File: src/rtl/addsub_arbiter.sv
// Round-robin two-requester front end for the shared 3-bit adder/subtractor.
// Define ADDSUB_ARB_FIXED_PRIO_EN for fixed priority (requester 0 wins ties).
module addsub_arbiter #(
    parameter int W = 3
) (
    input  logic           clk,
    input  logic           rst,
    input  logic [1:0]     req_valid,
    output logic [1:0]     req_ready,
    input  logic [2*W-1:0] req_x,
    input  logic [2*W-1:0] req_y,
    input  logic [1:0]     req_m,
    output logic [1:0]     resp_valid,
    input  logic [1:0]     resp_ready,
    output logic [W-1:0]   resp_sum,
    output logic           resp_cout,
    output logic           resp_ovf,
    output logic [W-1:0]   au_x,
    output logic [W-1:0]   au_y,
    output logic           au_m,
    input  logic [W-1:0]   au_sum,
    input  logic           au_cout,
    output logic           busy
);

    typedef enum logic [1:0] {
        IDLE,
        EXEC,
        RESP
    } state_t;

    state_t       state;
    logic         grant;
    logic         pick;
    logic [W-1:0] y_eff;
    logic         ovf;

`ifdef ADDSUB_ARB_FIXED_PRIO_EN
    assign pick = ~req_valid[0];
`else
    logic last;

    // On a tie the requester that was not served last wins.
    assign pick = (req_valid[0] & req_valid[1]) ? ~last : req_valid[1];
`endif

    always_comb begin
        req_ready = 2'b00;
        if (state == IDLE && |req_valid)
            req_ready = pick ? 2'b10 : 2'b01;
    end

    assign y_eff = au_y ^ {W{au_m}};
    assign ovf   = (au_x[W-1] == y_eff[W-1]) && (au_sum[W-1] != au_x[W-1]);

    always_ff @(posedge clk or posedge rst) begin
        if (rst) begin
            state      <= IDLE;
            grant      <= 1'b0;
            au_x       <= '0;
            au_y       <= '0;
            au_m       <= 1'b0;
            resp_sum   <= '0;
            resp_cout  <= 1'b0;
            resp_ovf   <= 1'b0;
            resp_valid <= 2'b00;
            busy       <= 1'b0;
`ifndef ADDSUB_ARB_FIXED_PRIO_EN
            last       <= 1'b1;
`endif
        end else begin
            unique case (state)
                IDLE: begin
                    if (|req_valid) begin
                        grant <= pick;
                        au_x  <= pick ? req_x[2*W-1:W] : req_x[W-1:0];
                        au_y  <= pick ? req_y[2*W-1:W] : req_y[W-1:0];
                        au_m  <= pick ? req_m[1] : req_m[0];
                        busy  <= 1'b1;
                        state <= EXEC;
                    end
                end
                EXEC: begin
                    resp_sum   <= au_sum;
                    resp_cout  <= au_cout;
                    resp_ovf   <= ovf;
                    resp_valid <= grant ? 2'b10 : 2'b01;
                    state      <= RESP;
                end
                RESP: begin
                    if (resp_ready[grant]) begin
                        resp_valid <= 2'b00;
                        busy       <= 1'b0;
                        state      <= IDLE;
`ifndef ADDSUB_ARB_FIXED_PRIO_EN
                        last       <= grant;
`endif
                    end
                end
                default: begin
                    state <= IDLE;
                end
            endcase
        end
    end

endmodule

File: config.mk
export PLATFORM = sky130hd
export DESIGN_NAME = addsub_arbiter
export DESIGN_NICKNAME = d
export VERILOG_FILES = /design/src/rtl/addsub_arbiter.sv
export SDC_FILE = /design/constraint.sdc
export NUM_CORES = 1
export LEC_CHECK = 0
export CAP_MARGIN = 5
export CORE_ASPECT_RATIO = 0.7
export CORE_UTILIZATION = 45
export CTS_BUF_LIST = sky130_fd_sc_hd__clkbuf_8
export DETAILED_ROUTE_END_ITERATION = 8
export PLACE_DENSITY = 0.86
export SKIP_CTS_REPAIR_TIMING = 1
export SYNTH_ARGS = -nofsm -noshare
export SYNTH_HDL_FRONTEND = slang
export SYNTH_SLANG_ARGS = --single-unit
File: constraint.sdc
create_clock -name clk -period 3.5 [get_ports clk]
set_clock_uncertainty 0.15 [all_clocks]
set_input_delay 0.7 -clock clk [delete_from_list [all_inputs] [get_ports clk]]
set_output_delay 0.7 -clock clk [all_outputs]
set_load 0.1 [all_outputs]
# Word-level counts from Yosys, hierarchy flattened
# Index checks and enable logic that the tools add are counted.
# Widths: inputs -> output; s select.
# op_classes
order_cmp,1
n_eq_ne,6
mux,16
bitwise,3
n_reduce_logical,11
# ops
cell,count
$mux 2,5
$reduce_and 2->1,4
$mux 1,6
$mux 3,2
$pmux 2 s3,1
$pmux 2 s2,1
$reduce_bool 2->1,2
$reduce_and 3->1,1
$xor 3x3->3,1
$eq 2x1->1 const B,1
$eq 2x2->1 const B,1
$logic_and 1x1->1,2
$logic_not 2->1,1
$lt 1x2->1 const B,1
$ne 2x1->1 const B,1
$ne 2x2->1 const B,1
$pmux 1 s2,1
$reduce_or 2->1,1
$and 1x1->1,1
$eq 1x1->1,1
$ne 1x1->1,1
$not 1->1,1
# word_totals
regBits,19
out_inout_bits,17

# Logic depth before layout (Yosys ltp)
# Gate-level depths: netlist of run 1.
# logic_depth
ltp_word,4
ltp_mapped,4
mapped_depth_nobuf,3

# Worst setup path before layout of run 1
# OpenSTA, ideal clock, no wires.
# synth_path
kind,input -> output
from,in req_valid[1]
to,out req_ready[0]
t_arrival_ns,1.523
required_time_ns,2.650
slack_ns,1.127
cell_stages,3
cell_sequence,nand2b_1 -> nand3_2 -> inv_1
# synth_between
elab_chain_cells,4
elab_cells_between_ends,6
classes_between,mux: 3; bitwise: 1; reduce/logical: 2
# synth_rtl
item,line_no,source
from (decl),8,"input logic [1:0] req_valid,"
$and 1x1->1,44,assign pick = (req_valid[0] & req_valid[1]) ? ~last : req_valid[1];
$mux 1,44,
$mux 2,50,req_ready = pick ? 2'b10 : 2'b01;
$mux 2 *,49,if (state == IDLE && |req_valid)
to (decl),9,"output logic [1:0] req_ready,"
# Mark *: on every way between the ends. The rest lies on a longest branch, timed or not.

# Worst setup path after layout of run 1
# Ends and elaborated chain as after synthesis.

==> results.toml, run 1 <==
[synthesis]
synthAdderAreaFrac = 0
yosysMostFrequentCell = "inv_1"
seq_area_frac_synth = 0.525
synth.area.top_cells = "dfrtp_1, inv_1, o221ai_1, mux2_2, o21ai_0"
synthTopCellsByCount = "inv_1, dfrtp_1, o21ai_0"
synth.area.mux_share = 0.0882
synth_area_leader_cell = "dfrtp_1"
netlist_instances = 88
yosys.area.top_type_share = 0.496
synthFlopType = "dfrtp_1"
ys_types = 25
synth_top_family_by_area = "compound AO/OA/AOI/OAI gates"
syn-num-nets = 112
ys_seq_elements = 19
synth-simple-area-share = 0.127
syn_area_um2 = 908
ys_warn_count = 0
synth-async-reset-ratio = 1.00
synth_area_per_cell_um2 = 10.3
synth_xor_area_frac = 0.00964
synth_edf_count = 0
synth-compound-area-share = 0.158

[min_path]
hold_path_class = "reg -> reg"

[worst_setup_path]
critPathSlowestCell = "clkdlybuf4s50_1"
crit_required_ns = 2.65
worstPathArrival_ns = 1.80
cp_slowest_stage_delay_ns = 0.46
critPathCaptureType = "output pin"
path_class = "in -> out"
path_cells = "clkdlybuf4s50_1 -> nand2b_1 -> nand3_2 -> inv_1 -> buf_12"
crit_fanout = 8
startpoint_type = "primary input"

[detailed_routing]
vias = 792
vias_per_cell = 5.21
wl_per_cell_um = 14.2
drt-initial-drc-count = 28
drt-met1-wl_um = 973
drc_errors = 0
highest_layer = "met4"
ant_nets = 0
wl_met2_um = 1010
drt_wl_total_um = 2150
wl_met3_um = 155
firstDrtPassIters = 4

[clock_network]
clock_latency_ns = 0.26
tritoncts = "yes"
cts_buffer_depth = 2
root_buffer = "clkbuf_8"
h-tree-depth = 1
clkTransAtPathRegs_ns = 0.07
cts_buffers = 3
cts_sinks = 19

[timing]
tightest_slew_ns = 0.808
maxSlewHeadroom = 0.460
layout_setup_ws_ns = 0.855
max_freq_mhz = 378
finalHoldViolations = 0
fin_tns_setup_ns = 0
drv_slew = 0
fin_crit_ns = 2.65
fin_crit_sh = 0.756
finalSetupViolations = 0
rsz0062_at_grt = "no"

[cells_and_area]
final_cell_area_um2 = 1350
nNetsFinal = 155
areaGrowthSynthToFinish_pct = 48.9
drive_above_1_share = 0.246
antenna_cells = 0

[placed_design]
placed_area_um2 = 1310
gp_congestion = 0.751
hpwl_um = 1560
port_buffers = 40
pre_cts_ws_ns = 0.869

[global_routing]
grt_pass1_wl_um = 3400
grt_overflow = 0
grt_max_degree = 20
antenna_found_initial = 0
grtUsageTotal = 0.212
grt_pass1_vias = 760

[die]
dieArea_um2 = 2210
initial_utilization = 0.486
std_cell_rows = 13
die_h_um = 39.6
coreArea_um2 = 1870
die_w_um = 55.7
ios = 41

[flow_run]
drv_cap = 0

[outcome]
status = "complete, no violations"
sequential cells by signal, summed over array words and instances, names as in the netlist:
signal	flops
resp_valid	2
resp_cout	1
au_y	3
au_m	1
resp_ovf	1
state	2
resp_sum	3
grant	1
busy	1
last	1
au_x	3
final cells by class:
| cell class | instances | area (µm²) |
|---|---|---|
| clock buffers | 3 | 41.3 |
| multi-input cells | 48 | 348 |
| clock inverters | 1 | 5.00 |
| inverters | 19 | 71.3 |
| well taps | 22 | 27.5 |
| repair buffers | 40 | 383 |
| flip-flops and latches | 19 | 477 |
| fillers | 146 | 518 |
cells by family (layout without fill, tap and decap cells):
family,after synthesis,in the layout
DFF,19,19
xor gates and xnor gates,1,1
muxes,7,7
and+or+nand+nor,19,19
AOI/OAI and AO/OA,21,21
buffers and inverters,21,63
worst max-delay path: cells and delay by family:
kind	cells	cell delay, ns
buf+inv	3	0.79
simple gates	2	0.29
metal layers:
| layer | vias up | GRT usage |
|---|---|---|
| li1 | 381 | - |
| met1 | 375 | 0.260 |
| met2 | 33 | 0.373 |
| met3 | 3 | 0.0726 |
| met4 | 0 | 0.0438 |
| met5 | - | 0 |
cells in the final DEF (no fill, tap or decap):
master | synthesis | final
clkdlybuf4s50_1 | 0 | 23
inv_1 | 19 | 19
dfrtp_1 | 18 | 18
buf_4 | 1 | 15
o21ai_0 | 8 | 8
nor2_1 | 7 | 7
o221ai_1 | 7 | 7
mux2_2 | 4 | 4
nor2b_1 | 3 | 3
clkbuf_8 | 0 | 3
mux2i_1 | 2 | 2
nand2_1 | 2 | 2
nand3_2 | 2 | 2
a21oi_1 | 2 | 2
buf_12 | 0 | 2
or2b_2 | 1 | 1
mux2_4 | 1 | 1
nor2b_4 | 1 | 1
nand2b_1 | 1 | 1
or2_0 | 1 | 1
a211oi_2 | 1 | 1
a31oi_1 | 1 | 1
nand3b_1 | 1 | 1
o21bai_1 | 1 | 1
o22ai_1 | 1 | 1
xor2_1 | 1 | 1
clkinv_2 | 0 | 1
dfstp_2 | 1 | 1
metrics by stage:
stage | hold WS [ns] | instances | util
final | 0.363 | 152 | 0.723
after global routing | 0.390 | 152 | 0.723
after CTS | 0.367 | 152 | 0.723
after detailed placement | 0.351 | 148 | 0.698
after global placement | 0.343 | 148 | 0.698
after floorplan | 0.363 | 88 | -
worst paths after layout:
check	slack, ns	to	depth (start not counted)	start
setup / recovery	0.85	req_ready[0]	5	req_valid[1]
hold / removal	0.36	resp_cout	1	resp_cout
setup reg to reg	1.72	resp_sum[2]	2	state[1]
hold reg to reg	0.36	resp_cout	1	resp_cout
max in group asynchronous	2.06	au_y[1]	2	rst
min in group asynchronous	0.69	au_x[2]	2	rst
Power of run 1 is not shown: default switching activity piles up to over one toggle a cycle in this logic, so the estimate is an artifact.
==> run 2, diff against run 1 <==
--- a/config.mk
+++ b/config.mk
@@ -7,10 +7,10 @@
 export LEC_CHECK = 0
 export CAP_MARGIN = 5
 export CORE_ASPECT_RATIO = 0.7
-export CORE_UTILIZATION = 45
+export CORE_UTILIZATION = 38
 export CTS_BUF_LIST = sky130_fd_sc_hd__clkbuf_8
 export DETAILED_ROUTE_END_ITERATION = 8
-export PLACE_DENSITY = 0.86
+export PLACE_DENSITY = 0.77
 export SKIP_CTS_REPAIR_TIMING = 1
 export SYNTH_ARGS = -nofsm -noshare
 export SYNTH_HDL_FRONTEND = slang
==> constraint.sdc (replaced) <==
create_clock -name clk -period 2.19 [get_ports clk]
set_clock_uncertainty 0.15 [all_clocks]
set_input_delay 0.438 -clock clk [delete_from_list [all_inputs] [get_ports clk]]
set_output_delay 0.438 -clock clk [all_outputs]
set_load 0.1 [all_outputs]
==> run 2 against run 1 <==
Hold slack worse by 0.0060 ns; final area up 3.1%; register-to-register slack got worse by 1.0 ns; critical path type unchanged; count of clock-buffer cells in the layout stayed put; first-iteration DRC count down 75%; critical path depth unchanged; critical endpoint unchanged; sequential share of layout area shrank 1.0 points; non-clock buffer count grew 4.
==> results.toml, run 2 (synthesis results as in run 1) <==
[worst_setup_path]
startpoint_type = "primary input"
crit_required_ns = 1.60
critPathSlowestCell = "clkdlybuf4s50_1"
cp_slowest_stage_delay_ns = 0.46
critPathCaptureType = "output pin"
reg2reg_depth = 3
path_cells = "clkdlybuf4s50_1 -> nand2b_1 -> nand3_2 -> inv_1 -> buf_12"
worstPathArrival_ns = 1.38
crit_fanout = 3
path_class = "in -> out"

[die]
coreArea_um2 = 2210
die_w_um = 60.4
std_cell_rows = 14
initial_utilization = 0.412
dieArea_um2 = 2590
die_h_um = 42.9
ios = 41

[cells_and_area]
nNetsFinal = 159
layout_commonest_cell = "clkdlybuf4s50_1"
drive_above_1_share = 0.261
areaGrowthSynthToFinish_pct = 53.4
num-fill-cells = 208
reg_top3 = "au_x x3, au_y x3, resp_sum x3"
antenna_cells = 0
final_cell_area_um2 = 1390
most-common-layout-cells = "clkdlybuf4s50_1, inv_1, buf_4"
stdcell_count = 166

[clock_network]
cts_sinks = 19
clkTransAtPathRegs_ns = 0.07
h-tree-depth = 1
root_buffer = "clkbuf_8"
tritoncts = "yes"
clock_latency_ns = 0.25
cts_buffers = 3
cts_buffer_depth = 2

[placed_design]
hpwl_um = 1700
placed_area_um2 = 1350
dp_cells = 162
port_buffers = 40
gp_congestion = 0.704

[global_routing]
grt_pass1_wl_um = 3500
grt_pass1_vias = 763
grt_max_degree = 14
antenna_found_initial = 0
grt_overflow = 0
grtUsageTotal = 0.188

[detailed_routing]
vias_per_cell = 4.81
drc_errors = 0
wl_per_cell_um = 12.9
vias = 798
ant_nets = 0
drt_wl_total_um = 2150
firstDrtPassIters = 4
drt-initial-drc-count = 7

[timing]
tightest_slew_ns = 0.600
fin_crit_sh = 0.898
finalSetupViolations = 0
rsz0062_at_grt = "no"
fin_tns_setup_ns = 0
max_freq_mhz = 509
drv_slew = 0
fin_crit_ns = 1.97
hold_slack_ns = 0.357
finalHoldViolations = 0
maxSlewHeadroom = 0.598

[min_path]
hold_path_class = "in -> async"

[flow_run]
drv_cap = 0

[outcome]
status = "complete, no violations"
[run 2: worst paths after layout]
path | slack (ns) | startpoint | endpoint
worst max-delay path | 0.22 | req_valid[1] | req_ready[0]
worst min-delay path | 0.36 | rst | busy
worst max register to register | 0.67 | state[0] | au_y[2]
worst min register to register | 0.36 | resp_sum[0] | resp_sum[0]
max in group asynchronous | 1.05 | rst | au_m
min in group clk | 0.36 | resp_sum[0] | resp_sum[0]
[run 2: layout make-up]
class | instances | area [µm²] | area share
clock buffer | 3 | 41.3 | 0.0296
sequential | 19 | 477 | 0.342
multi-input combinational | 48 | 348 | 0.250
clock inverter | 1 | 3.75 | 0.00269
timing repair buffer | 44 | 413 | 0.296
tap | 32 | 40.0 | 0.0287
inverter | 19 | 71.3 | 0.0512
[run 2: routing by layer]
metal  GRT usage  wire length (µm)
met1       0.241               955
met5           0                 0
met3      0.0579               121
met4      0.0409                12
met2       0.312              1060
[run 2: metrics by stage]
stage | util | setup WS, ns
after floorplan | - | 0.212
after global placement | 0.611 | 0.254
after detailed placement | 0.611 | 0.224
after CTS | 0.632 | 0.218
after global routing | 0.632 | 0.153
final | 0.632 | 0.224
[run 2: worst max-delay path, delay by kind of cell]
kind,cells,cell delay (ns)
buffers and inverters,3,0.75
AND/OR/NAND/NOR,2,0.19
Power of run 2 is left out for the same reason.
==> run 3, diff against run 2 <==
--- a/config.mk
+++ b/config.mk
@@ -10,8 +10,8 @@
 export CORE_UTILIZATION = 38
 export CTS_BUF_LIST = sky130_fd_sc_hd__clkbuf_8
 export DETAILED_ROUTE_END_ITERATION = 8
-export PLACE_DENSITY = 0.77
-export SKIP_CTS_REPAIR_TIMING = 1
+export PLACE_DENSITY = 0.84
+export SLEW_MARGIN = 20
 export SYNTH_ARGS = -nofsm -noshare
 export SYNTH_HDL_FRONTEND = slang
 export SYNTH_SLANG_ARGS = --single-unit
==> run 3 against run 2 <==
Sequential share of layout area is 0.21 points lower; final area is 0.63% higher; die area stayed put; final cell count is 0.60% higher; flip-flop and latch count stayed put; count of clock-buffer cells in the layout unchanged; critical path type unchanged; highest routed layer is now met3.
==> results.toml, run 3 (synthesis results as in run 1) <==
[outcome]
status = "complete, no violations"

[timing]
fin_crit_ns = 1.96
drv_slew = 0
tightest_slew_ns = 0.552
finalSetupViolations = 0
finalHoldViolations = 0
fin_tns_setup_ns = 0
max_freq_mhz = 510
maxSlewHeadroom = 0.632
rsz0062_at_grt = "no"
fin_crit_sh = 0.896

[clock_network]
h-tree-depth = 1
cts_sinks = 19
post-cts-setup-buffers = 0
root_buffer = "clkbuf_8"
clock_latency_ns = 0.25
ctsResizeCount = 0
cts_buffers = 3
clkTransAtPathRegs_ns = 0.07
ctsHoldBuffers = 0
cts_buffer_depth = 2
tritoncts = "yes"

[cells_and_area]
final_core_util = 0.635
antenna_cells = 0
reg_top3 = "au_x x3, au_y x3, resp_sum x3"
areaGrowthSynthToFinish_pct = 54.4
layout_commonest_cell = "clkdlybuf4s50_1"
nNetsFinal = 160
drive_above_1_share = 0.274
num-fill-cells = 178
most-common-layout-cells = "clkdlybuf4s50_1, buf_4, inv_1"

[detailed_routing]
drt-initial-drc-count = 18
wl_per_cell_um = 12.8
firstDrtPassIters = 4
vias = 819
vias_per_cell = 4.90
drt_wl_total_um = 2140
ant_nets = 0
drc_errors = 0

[min_path]
hold_path_class = "in -> async"

[global_routing]
grt_pass1_wl_um = 3430
grtUsageTotal = 0.176
grt_overflow = 0
grt_max_degree = 12
grt_pass1_vias = 782
antenna_found_initial = 0

[die]
coreArea_um2 = 2210
die_w_um = 60.4
initial_utilization = 0.412
dieArea_um2 = 2590
std_cell_rows = 14
ios = 41
die_h_um = 42.9

[worst_setup_path]
crit_required_ns = 1.60
startpoint_type = "primary input"
crit_fanout = 3
path_class = "in -> out"
critPathCaptureType = "output pin"
worstPathArrival_ns = 1.37

[placed_design]
port_buffers = 40
gp_congestion = 0.722
hpwl_um = 1670

[flow_run]
drv_cap = 0
run 3: worst max-delay path, cell delays in order:
cell and delay [ns]:
clkdlybuf4s50_1 0.46, nand2b_1 0.11, nand3_2 0.08, inv_1 0.10
buf_12 0.18
run 3: stage by stage:
| stage | instance area (µm²) | std cells | hold WS (ns) | setup slack (ns) |
|---|---|---|---|---|
| 3_3_place_gp | 1360 | 163 | 0.343 | 0.253 |
| 4_1_cts | 1400 | 167 | 0.315 | 0.223 |
| 5_1_grt | 1400 | 167 | 0.329 | 0.186 |
| 6_report | 1400 | 167 | 0.309 | 0.228 |
| 3_5_place_dp | 1360 | 163 | 0.348 | 0.232 |
| 2_1_floorplan | 908 | 88 | 0.238 | 0.212 |
run 3: path summary, 6_finish.rpt:
check / from / end / slack, ns / cells after the start
worst min register to register: resp_sum[1] / resp_sum[1] / 0.36 / 1
min in group clk: resp_sum[1] / resp_sum[1] / 0.36 / 1
worst max register to register: state[0] / au_x[0] / 0.62 / 3
worst max-delay path: req_valid[1] / req_ready[0] / 0.23 / 5
max in group asynchronous: rst / au_y[2] / 1.10 / 3
worst min-delay path: rst / state[0] / 0.31 / 2
run 3: cell type report:
type                    count  area, µm²  area share
repair buffers             45        420       0.300
well taps                  32       40.0      0.0285
flip-flops and latches     19        477       0.340
inverters                  19       71.3      0.0508
clock buffers               3       41.3      0.0294
clock inverters             1       5.00     0.00357
multi-input cells          48        348       0.248
run 3: routing by layer:
| metal | wire, µm | global-route usage | up-vias |
|---|---|---|---|
| li1 | - | - | 390 |
| met1 | 1040 | 0.259 | 404 |
| met2 | 981 | 0.257 | 25 |
| met3 | 113 | 0.0305 | 0 |
| met4 | 0 | 0.0682 | 0 |
| met5 | 0 | 0 | - |
Power of run 3 is left out for the same reason.
